<file path="src/rtl/syscall_pkg.sv">
// ============================================================================
// Module : syscall_pkg
// Brief  : Shared state encoding and default syscall codes for syscall_ctrl.
// Rev    : 1.0  initial release
// ============================================================================
`default_nettype none

package syscall_pkg;

  typedef enum logic [1:0] {
    ST_RUN     = 2'd0,
    ST_PAUSE   = 2'd1,
    ST_RELEASE = 2'd2,
    ST_HALT    = 2'd3
  } state_t;

  localparam logic [31:0] DEF_EXIT_CODE  = 32'd10;
  localparam logic [31:0] DEF_PAUSE_CODE = 32'd50;

endpackage

`default_nettype wire

</file>
<file path="src/rtl/sync_fifo.sv">
// ============================================================================
// Module : sync_fifo
// Brief  : Single-clock FIFO with combinational head; push on full is legal
//          only together with a pop.
// Rev    : 1.0  initial release
// ============================================================================
`default_nettype none

module sync_fifo #(
  parameter int DATA_W     = 32,
  parameter int FIFO_DEPTH = 4
) (
  input  logic                          clk,
  input  logic                          rst_n,
  input  logic                          push_i,
  input  logic [DATA_W-1:0]             data_i,
  input  logic                          pop_i,
  output logic [DATA_W-1:0]             data_o,
  output logic                          full_o,
  output logic                          empty_o,
  output logic [$clog2(FIFO_DEPTH):0]   count_o
);

  localparam int AW = $clog2(FIFO_DEPTH);
  localparam int CW = AW + 1;

  logic [DATA_W-1:0] mem_q [FIFO_DEPTH];
  logic [AW-1:0]     wr_ptr_q;
  logic [AW-1:0]     rd_ptr_q;
  logic [CW-1:0]     count_q;
  logic              do_push;
  logic              do_pop;

  assign full_o  = (count_q == CW'(FIFO_DEPTH));
  assign empty_o = (count_q == '0);
  assign count_o = count_q;
  assign data_o  = mem_q[rd_ptr_q];

  // When full, the write slot equals the read slot; the head is read before
  // the edge, so overwriting it together with a pop is safe.
  assign do_pop  = pop_i & ~empty_o;
  assign do_push = push_i & (~full_o | do_pop);

  always_ff @(posedge clk or negedge rst_n) begin
    if (!rst_n) begin
      for (int i = 0; i < FIFO_DEPTH; i++) begin
        mem_q[i] <= '0;
      end
      wr_ptr_q <= '0;
      rd_ptr_q <= '0;
      count_q  <= '0;
    end else begin
      if (do_push) begin
        mem_q[wr_ptr_q] <= data_i;
        wr_ptr_q        <= wr_ptr_q + AW'(1);
      end
      if (do_pop) begin
        rd_ptr_q <= rd_ptr_q + AW'(1);
      end
      case ({do_push, do_pop})
        2'b10:   count_q <= count_q + CW'(1);
        2'b01:   count_q <= count_q - CW'(1);
        default: count_q <= count_q;
      endcase
    end
  end

endmodule

`default_nettype wire

</file>
<file path="src/rtl/syscall_ctrl.sv">
// ============================================================================
// Module : syscall_ctrl
// Brief  : Syscall decode, pause/halt FSM, PC stall and display FIFO control.
// Rev    : 1.0  initial release
// ============================================================================
`default_nettype none

module syscall_ctrl
  import syscall_pkg::*;
#(
  parameter int          DATA_W     = 32,
  parameter int          FIFO_DEPTH = 4,
  parameter int          CNT_W      = 32,
  parameter logic [31:0] EXIT_CODE  = DEF_EXIT_CODE,
  parameter logic [31:0] PAUSE_CODE = DEF_PAUSE_CODE
) (
  input  logic                          clk,
  input  logic                          rst_n,
  input  logic                          sys_valid,
  input  logic [31:0]                   sys_code,
  input  logic [DATA_W-1:0]             sys_arg,
  input  logic                          retire,
  input  logic                          resume,
  output logic                          cpu_stall,
  output logic                          halted,
  output logic [DATA_W-1:0]             dout,
  output logic                          dout_valid,
  input  logic                          dout_ready,
  output logic [DATA_W-1:0]             last_disp,
  output logic [$clog2(FIFO_DEPTH):0]   fifo_count,
  output logic [CNT_W-1:0]              cycle_cnt,
  output logic [CNT_W-1:0]              instr_cnt
);

  state_t            state_q;
  logic              halted_q;
  logic [DATA_W-1:0] last_disp_q;
  logic [CNT_W-1:0]  cycle_cnt_q, cycle_cnt_d;
  logic [CNT_W-1:0]  instr_cnt_q, instr_cnt_d;

  logic is_exit, is_pause, is_disp;
  logic fifo_full, fifo_empty, pop, push;

  assign is_exit  = (sys_code == EXIT_CODE);
  assign is_pause = (sys_code == PAUSE_CODE);
  assign is_disp  = ~is_exit & ~is_pause;

  assign dout_valid = ~fifo_empty;
  assign pop        = dout_valid & dout_ready;
  assign push       = (state_q == ST_RUN) & sys_valid & is_disp & (~fifo_full | pop);

  sync_fifo #(
    .DATA_W     (DATA_W),
    .FIFO_DEPTH (FIFO_DEPTH)
  ) u_fifo (
    .clk     (clk),
    .rst_n   (rst_n),
    .push_i  (push),
    .data_i  (sys_arg),
    .pop_i   (pop),
    .data_o  (dout),
    .full_o  (fifo_full),
    .empty_o (fifo_empty),
    .count_o (fifo_count)
  );

  // RELEASE deliberately never stalls so the pause syscall can retire once.
  always_comb begin
    cpu_stall = 1'b0;
    case (state_q)
      ST_RUN:     if (sys_valid) cpu_stall = is_disp ? (fifo_full & ~pop) : 1'b1;
      ST_PAUSE:   cpu_stall = 1'b1;
      ST_RELEASE: cpu_stall = 1'b0;
      ST_HALT:    cpu_stall = 1'b1;
      default:    cpu_stall = 1'b0;
    endcase
  end

  always_ff @(posedge clk or negedge rst_n) begin
    if (!rst_n) begin
      state_q  <= ST_RUN;
      halted_q <= 1'b0;
    end else begin
      case (state_q)
        ST_RUN: begin
          if (sys_valid && is_exit) begin
            state_q  <= ST_HALT;
            halted_q <= 1'b1;
          end else if (sys_valid && is_pause) begin
            state_q <= ST_PAUSE;
          end
        end
        ST_PAUSE:   if (resume) state_q <= ST_RELEASE;
        ST_RELEASE: state_q <= ST_RUN;
        ST_HALT:    halted_q <= 1'b1;
        default:    state_q <= ST_RUN;
      endcase
    end
  end

  assign cycle_cnt_d = (state_q != ST_HALT) ? cycle_cnt_q + CNT_W'(1) : cycle_cnt_q;
  assign instr_cnt_d = (retire && !cpu_stall) ? instr_cnt_q + CNT_W'(1) : instr_cnt_q;

  always_ff @(posedge clk or negedge rst_n) begin
    if (!rst_n) begin
      cycle_cnt_q <= '0;
      instr_cnt_q <= '0;
      last_disp_q <= '0;
    end else begin
      cycle_cnt_q <= cycle_cnt_d;
      instr_cnt_q <= instr_cnt_d;
      if (pop) last_disp_q <= dout;
    end
  end

  assign halted    = halted_q;
  assign last_disp = last_disp_q;
  assign cycle_cnt = cycle_cnt_q;
  assign instr_cnt = instr_cnt_q;

endmodule

`default_nettype wire

</file>
<file path="config.mk">
export PLATFORM = sky130hd
export DESIGN_NAME = syscall_ctrl
export DESIGN_NICKNAME = d
export VERILOG_FILES = /design/src/rtl/syscall_pkg.sv /design/src/rtl/sync_fifo.sv /design/src/rtl/syscall_ctrl.sv
export SDC_FILE = /design/constraint.sdc
export NUM_CORES = 1
export LEC_CHECK = 0
export CAP_MARGIN = 20
export CELL_PAD_IN_SITES_DETAIL_PLACEMENT = 1
export CELL_PAD_IN_SITES_GLOBAL_PLACEMENT = 1
export CORE_ASPECT_RATIO = 1.25
export CORE_MARGIN = 2
export CORE_UTILIZATION = 46
export CTS_CLUSTER_DIAMETER = 120
export DETAILED_ROUTE_END_ITERATION = 16
export GPL_TIMING_DRIVEN = 0
export PLACE_DENSITY = 0.87
export REMOVE_ABC_BUFFERS = 1
export SLEW_MARGIN = 15
export SYNTH_ARGS = -nofsm -noshare
export SYNTH_HDL_FRONTEND = slang
export SYNTH_SLANG_ARGS = --single-unit
</file>
<file path="constraint.sdc">
create_clock -name clk -period 6.7 [get_ports clk]
set_input_delay 1.34 -clock clk [delete_from_list [all_inputs] [get_ports clk]]
set_output_delay 1.34 -clock clk [all_outputs]
set_load 0.01 [all_outputs]
</file>
Word level (Yosys, flattened, before mapping)
Cells that the tools add are included.
Storage, ports and cells
  register bits: 234
  input port bits: 70
  output and inout port bits: 134
Operators by class
  add/subtract/negate cells: 6
  magnitude comparators: 3
  eq/ne operators: 12
  multiplexer cells: 16
  bitwise operators: 17
  reductions and logical operators: 13
Operators with widths (number)
  $bwmux 128: 1
  $mux 32: 3
  $add 32x1->32 const B: 2
  $bmux 32 s2: 1
  $demux 32 s2: 1
  $eq 32x4->1 const B: 1
  $eq 32x6->1 const B: 1
  $and 1x1->1: 8
  $eq 2x2->1 const B: 3
  $ge 3x3->1 const B: 2
  $mux 2: 3
  $not 2->3: 2
  $pmux 2 s3: 1
  $pmux 3 s2: 1
  $not 1->1: 5
  $add 2x1->2 const B: 2
  $eq 2x1->1 const B: 2
  $logic_and 1x1->1: 4
  $ne 2x2->1 const B: 2
  $reduce_bool 2->1: 2
  $add 3x1->3 const B: 1
  $eq 3x3->1 const B: 1
  $logic_not 3->1: 1
  $lt 3x1->1 const B: 1
  13 further kinds: 16

Depth between registers and ports, before layout
Gate-level depths: netlist (run 1).
  depth after elaboration: 10
  gate-level depth with buffers: 11
  gate-level depth less buffers: 11

Modules after synthesis
From an unflattened synthesis (run 1), not the netlist that was laid out.
Unflattened totals
  cells, all modules: 792
  area, all modules: 10513.8 µm²
Modules (own cells, without submodules)
  sync_fifo: times used 1, cells an instance 349, area each 5973.2 µm², sequential area each 3378.2 µm²
  syscall_ctrl: times used 1, cells an instance 443, area each 4540.6 µm², sequential area each 2477.4 µm²

Worst setup path after synthesis (run 1)
Ideal clock, no wire load.
  path kind: input-to-output
  start: in sys_code[2]
  end: out cpu_stall
  arrival time: 2684 ps
  path slack: 2676 ps
  stages on the path: 4
  path buffers: 0
  cells stage by stage: or4b_4 a211o_4 o31a_1 o21ai_0
Between the ends
  cells in the longest elaborated chain, start to end: 6
  elaborated cells between the ends (all ways): 8
Ends and longest elaborated chain
  start, declared: RTL line syscall_ctrl.sv:20  | input logic [31:0] sys_code,
  $eq 32x4->1 or $eq 32x6->1 (tied branches): RTL line syscall_ctrl.sv:44, syscall_ctrl.sv:45
  $not 1->1: RTL line syscall_ctrl.sv:46  | assign is_disp = ~is_exit & ~is_pause;
  $and 1x1->1 (*): RTL line syscall_ctrl.sv:46
  $mux 1 (*) (2 in series): RTL line syscall_ctrl.sv:71  | ST_RUN: if (sys_valid) cpu_stall = is_disp ? (fifo_full & ~pop) : 1'b1;
  $pmux 1 s3 (*): RTL line syscall_ctrl.sv:70  | case (state_q)
  end, declared: RTL line syscall_ctrl.sv:24  | output logic cpu_stall,
Every way passes the cells marked *; elsewhere a longest branch is shown, timed or not.

Worst setup path after layout (run 1)
  start: in sys_code[9]
  end: out cpu_stall
The elaborated chain is that of the path after synthesis.

==> results.json, run 1 <==
{
  "status": "finished, final reports clean",
  "ys_seq_elements": 234,
  "final_nets": 1015,
  "drc": 0,
  "clkSinkCount": 234,
  "cts_tree": "done",
  "vias": 6861,
  "fin_crit_ns": 4.947,
  "syn_inst": 718,
  "crit_fanout": 6,
  "seq_area_sq_um": 5861,
  "ctsResizeCount": 0,
  "max_slew_margin": 0.2503,
  "worst_pin_slew_ns": 1.116,
  "die_y_microns": 172.5,
  "clock-root-buffer": "clkbuf_16",
  "fmax_mhz": 202.1,
  "rrSetupSlack_ns": 3.87,
  "io_pins": 204,
  "ctsHoldBuffers": 0,
  "clkLatencyLatePin_ns": 0.52,
  "final_common_cell": "dfrtp_1",
  "avgSynthCellArea_sq_um": 14.56,
  "drv_slew": 0,
  "finalSetupViolations": 0,
  "drv_cap": 0,
  "fp-row-count": 61,
  "grt_pass1_vias": 7797,
  "wl_met2_mm": 14.72,
  "arrival_ns": 3.61,
  "dieWidth_microns": 138.8,
  "cp-start-kind": "input pin",
  "min_period_over_period": 0.7384,
  "dieArea_sq_um": 23950,
  "syn_area_sq_um": 10450,
  "synth_top_cell_by_area": "dfrtp_1",
  "core_sq_um": 22290,
  "drive_gt1_frac": 0.2805,
  "seq_area_frac_synth": 0.5602,
  "dpl.hpwl_mm": 18.59,
  "finalPower_mw": 6.425,
  "hold_class": "reg2reg",
  "fillers": 2119,
  "final_antenna_net_count": 0,
  "end_kind": "output pin",
  "via_per_inst": 5.546,
  "hold_viol": 0,
  "tns_ns": 0,
  "drt-total-wl_mm": 26.73,
  "first_pass_iters": 4,
  "postSynth.asyncResetShare": 1.000,
  "path_clk_slew_ns": 0.06,
  "synth_top_cell_area_share": 0.5602,
  "gr-usage-all-layers": 0.2245,
  "netlist_top_cells_area": "dfrtp_1 (56%), mux2_2 (18%), mux4_2 (6.9%)",
  "grt_max_degree": 106,
  "setup_ws_ns": 1.753,
  "gp_congestion": 0.7893,
  "fin_util": 0.6194,
  "antenna_found_initial": 1,
  "drt-met1-wl_mm": 10.13,
  "met3_length_mm": 1.235,
  "grt_pass1_wl_mm": 43.54,
  "ys.flop_type": "dfrtp_1",
  "start_util": 0.4690,
  "wire_per_inst_microns": 21.61,
  "portBuffers": 203,
  "synth-edff-count": 0,
  "peakVddDrop_uv": 342.2,
  "path_class": "in2out",
  "clockBufferDepth": 3,
  "drt_iter0_markers": 199,
  "power.density_nw_per_um2": 465.4,
  "overflow": 0,
  "dp_slack_ns": 1.761,
  "most-common-layout-cells": "dfrtp_1 (232), clkdlybuf4s50_1 (202), mux2_2 (163)",
  "cts.htree.levels": 1,
  "top_layer_used": "met4",
  "power.leakage_nw": 5.985,
  "syn_to_final_growth_pct": 32.07,
  "yosys_warnings": 0,
  "required_ns": 5.36,
  "cts_setup_buffers": 0,
  "cts-buffers-inserted": 25,
  "ys_types": 48,
  "multi_input_comb_area_sq_um": 4324,
  "rsz0062_at_grt": "no",
  "skew_ns": 0.01776
}
cell families (layout without fill, tap and decap cells):
family                   after synthesis  in the layout  synth area share
AO/OA/AOI/OAI                          9              9          0.008859
XOR/XNOR                              68             68           0.05698
adder cells (fa/ha/maj)               12             12           0.01508
buffers and inverters                 50            284           0.02705
flip-flops                           234            234            0.5602
multiplexers                         198            198            0.2475
other                                  0              2                 0
AND/OR/NAND/NOR                      147            147           0.08427
synth_stat cells, drive strengths merged, types with 3 or more instances:
cell type,count
mux4,32
nor2,11
nor3b,3
mux2,164
nor4,23
xor2,36
and4,6
ha,11
nor4b,3
or4,3
buf,20
nand3,14
nor3,15
nand2,25
xnor2,32
nand4,19
dfrtp,234
inv,19
or3,6
and3,8
clkbuf,11
worst max-delay path: stages:
cell and delay (ns):
clkdlybuf4s50_1 0.40, nor4_1 0.31, nand4_1 0.41, o31a_1 0.41
o21ai_0 0.15, clkdlybuf4s50_1 0.58
through the flow:
step | instance area (sq um) | hold slack (ns) | std cells
floorplan | 10240 | 0.4741 | 687
global placement | 12630 | 0.4496 | 1173
detailed placement | 12910 | 0.4603 | 1189
CTS | 13800 | 0.4743 | 1235
global route | 13800 | 0.4843 | 1236
finish | 13800 | 0.4706 | 1237
where the power goes:
group          switching [mW]  internal (mW)  leakage, nW  total (mW)
Clock                   0.570          0.900        0.427        1.47
Sequential              0.440           1.98         2.89        2.42
Combinational           0.967           1.56         2.67        2.53
Total                    1.98           4.45         5.99        6.42
routing by layer:
metal / track usage / up-vias
met5: 0 / -
met4: 0.05976 / 0
met3: 0.04237 / 42
met2: 0.4220 / 143
met1: 0.2614 / 3630
li1: - / 3046
worst paths after layout:
check	start	to	depth (start not counted)
max reg2reg	u_fifo.count_o[0]$_DFFE_PN0P_	instr_cnt[27]$_DFFE_PN0P_	5
min in group asynchronous	rst_n	u_fifo.mem_q[96]$_DFFE_PN0P_	1
min	instr_cnt[31]$_DFFE_PN0P_	instr_cnt[31]$_DFFE_PN0P_	1
max	sys_code[9]	cpu_stall	6
min reg2reg	instr_cnt[31]$_DFFE_PN0P_	instr_cnt[31]$_DFFE_PN0P_	1
max in group asynchronous	rst_n	u_fifo.rd_ptr_q[1]$_DFFE_PN0P_	2
state kept, by name, indices dropped and copies added (netlist names):
signal           cells
u_fifo.mem_q       128
cycle_cnt           32
instr_cnt           32
last_disp           32
u_fifo.count_o       3
state_q              2
u_fifo.rd_ptr_q      2
u_fifo.wr_ptr_q      2
halted               1
final cells by class:
type / count / share of cell area
Clock inverter: 12 / 0.01296
Inverter: 19 / 0.005166
Timing Repair Buffer: 219 / 0.1667
Multi-Input combinational cell: 434 / 0.3132
Antenna cell: 2 / 0.0003625
Sequential cell: 234 / 0.4245
Clock buffer: 34 / 0.05139
Tap cell: 283 / 0.02565
Power figures use the tool's default switching activity.
==> run 2, diff against run 1 <==
--- a/config.mk
+++ b/config.mk
@@ -10,11 +10,11 @@
 export CELL_PAD_IN_SITES_GLOBAL_PLACEMENT = 1
 export CORE_ASPECT_RATIO = 1.25
 export CORE_MARGIN = 2
-export CORE_UTILIZATION = 46
+export CORE_UTILIZATION = 43
 export CTS_CLUSTER_DIAMETER = 120
 export DETAILED_ROUTE_END_ITERATION = 16
 export GPL_TIMING_DRIVEN = 0
-export PLACE_DENSITY = 0.87
+export PLACE_DENSITY = 0.82
 export REMOVE_ABC_BUFFERS = 1
 export SLEW_MARGIN = 15
 export SYNTH_ARGS = -nofsm -noshare
==> constraint.sdc (replaced) <==
create_clock -name clk -period 4.9 [get_ports clk]
set_input_delay 0.98 -clock clk [delete_from_list [all_inputs] [get_ports clk]]
set_output_delay 0.98 -clock clk [all_outputs]
set_load 0.01 [all_outputs]
==> run 2 against run 1 <==
  * Total power up 33%
  * Sequential power up 35%
  * Routed wire length down 3.3%
  * Register-to-register slack worse by 1.8 ns
  * Largest cell class unchanged
  * Sequential share of layout area up 0.11 points
  * Final cell count up 3.2%
  * Sequential cell count unchanged
  * Combinational power up 36%
==> results.json, run 2 (synthesis results as in run 1) <==
{
  "status": "finished, final reports clean",
  "io_pins": 204,
  "first_pass_iters": 4,
  "grt_use_met3": 0.04215,
  "final_nets": 1015,
  "drc": 0,
  "peakVddDrop_uv": 255.8,
  "die_y_microns": 178.3,
  "worst_pin_slew_ns": 0.9531,
  "cts-buffers-inserted": 24,
  "ctsHoldBuffers": 0,
  "setup_ws_ns": 0.6367,
  "drv_cap": 0,
  "crit_fanout": 6,
  "path_class": "in2out",
  "end_kind": "output pin",
  "final_common_cell": "dfrtp_1",
  "skew_ns": 0.01577,
  "cts.htree.levels": 1,
  "grt.busiest_layer": "met2",
  "arrival_ns": 3.28,
  "power.density_nw_per_um2": 622.4,
  "drt-total-wl_mm": 25.86,
  "clkSinkCount": 234,
  "gr-usage-all-layers": 0.2059,
  "ctsResizeCount": 0,
  "power.leakage_nw": 5.954,
  "dieWidth_microns": 143.5,
  "dp_slack_ns": 0.5999,
  "syn_to_final_growth_pct": 31.72,
  "largest-register": "u_fifo.mem_q",
  "cp-start-kind": "input pin",
  "antenna_found_initial": 2,
  "grt_pass1_wl_mm": 41.52,
  "grt_max_degree": 91,
  "clockBufferDepth": 3,
  "drt_iter0_markers": 199,
  "multi_input_comb_area_sq_um": 4324,
  "final_antenna_net_count": 0,
  "fp-row-count": 63,
  "seq_area_sq_um": 5861,
  "hold_viol": 0,
  "dieArea_sq_um": 25580,
  "fmax_mhz": 234.6,
  "grt_pass1_vias": 7634,
  "grt_use_met1": 0.2441,
  "clock-root-buffer": "clkbuf_16",
  "gp_congestion": 0.7851,
  "start_util": 0.4391,
  "via_per_inst": 5.269,
  "finalSetupViolations": 0,
  "cts_tree": "done",
  "path_clk_slew_ns": 0.06,
  "vias": 6729,
  "fin_crit_ns": 4.263,
  "largest_reg_flops": 128,
  "max_slew_margin": 0.3598,
  "overflow": 0,
  "core_sq_um": 23810,
  "hold_class": "in2async",
  "fillers": 2337,
  "portBuffers": 203,
  "drv_slew": 0,
  "rsz0062_at_grt": "no",
  "drive_gt1_frac": 0.2787,
  "most-common-layout-cells": "dfrtp_1 (232), clkdlybuf4s50_1 (202), mux2_2 (163)",
  "cts_setup_buffers": 0,
  "min_period_over_period": 0.8701,
  "clkLatencyLatePin_ns": 0.52,
  "wire_per_inst_microns": 20.25,
  "fin_util": 0.5784,
  "dpl.hpwl_mm": 17.96,
  "grt.met2_usage": 0.3808,
  "rrSetupSlack_ns": 2.08,
  "required_ns": 3.92
}
## run 2: stage by stage
stage | TNS, ns | instances | hold slack (ns) | area, sq um | total power [mW]
5_1_grt | 0 | 1276 | 0.4234 | 13770 | 9.056
3_5_place_dp | 0 | 1231 | 0.4589 | 12960 | 6.761
4_1_cts | 0 | 1275 | 0.4092 | 13760 | 8.691
2_1_floorplan | 0 | 687 | 0.4741 | 10240 | 5.073
6_report | 0 | 1277 | 0.3932 | 13770 | 8.570
3_3_place_gp | -1698.54 | 1215 | 0.4536 | 12680 | 6.561
## run 2: path summary, 6_finish.rpt
path / cells past startpoint / to / start
hold / removal: 1 / last_disp[30]$_DFFE_PN0P_ / rst_n
min in group clk: 1 / halted$_DFFE_PN0P_ / halted$_DFFE_PN0P_
hold reg to reg: 1 / halted$_DFFE_PN0P_ / halted$_DFFE_PN0P_
setup / recovery: 6 / cpu_stall / sys_code[27]
max in group asynchronous: 3 / halted$_DFFE_PN0P_ / rst_n
setup reg to reg: 5 / instr_cnt[21]$_DFFE_PN0P_ / u_fifo.count_o[0]$_DFFE_PN0P_
## run 2: final cells by class
type / instances / share of cell area
repair buffers: 220 / 0.1669
multi-input cells: 434 / 0.3141
clock buffers: 34 / 0.04998
diodes: 1 / 0.0001818
clock inverters: 10 / 0.008452
flip-flops and latches: 234 / 0.4257
inverters: 19 / 0.005180
well taps: 325 / 0.02953
## run 2: metal layers
| metal | part of all wire | vias up |
|---|---|---|
| li1 | - | 3040 |
| met1 | 0.39 | 3522 |
| met2 | 0.55 | 132 |
| met3 | 0.047 | 35 |
| met4 | 0.020 | 0 |
| met5 | 0 | - |
## run 2: power by group
group	internal, mW	switching, mW
clock network	1.09	0.774
logic	2.13	1.31
registers	2.71	0.562
## run 2: critical path: stages
cell and delay (ns):
clkdlybuf4s50_1 0.40, nor4_1 0.31, nand4_1 0.41, o31a_1 0.41
o21ai_0 0.17, clkdlybuf4s50_1 0.59
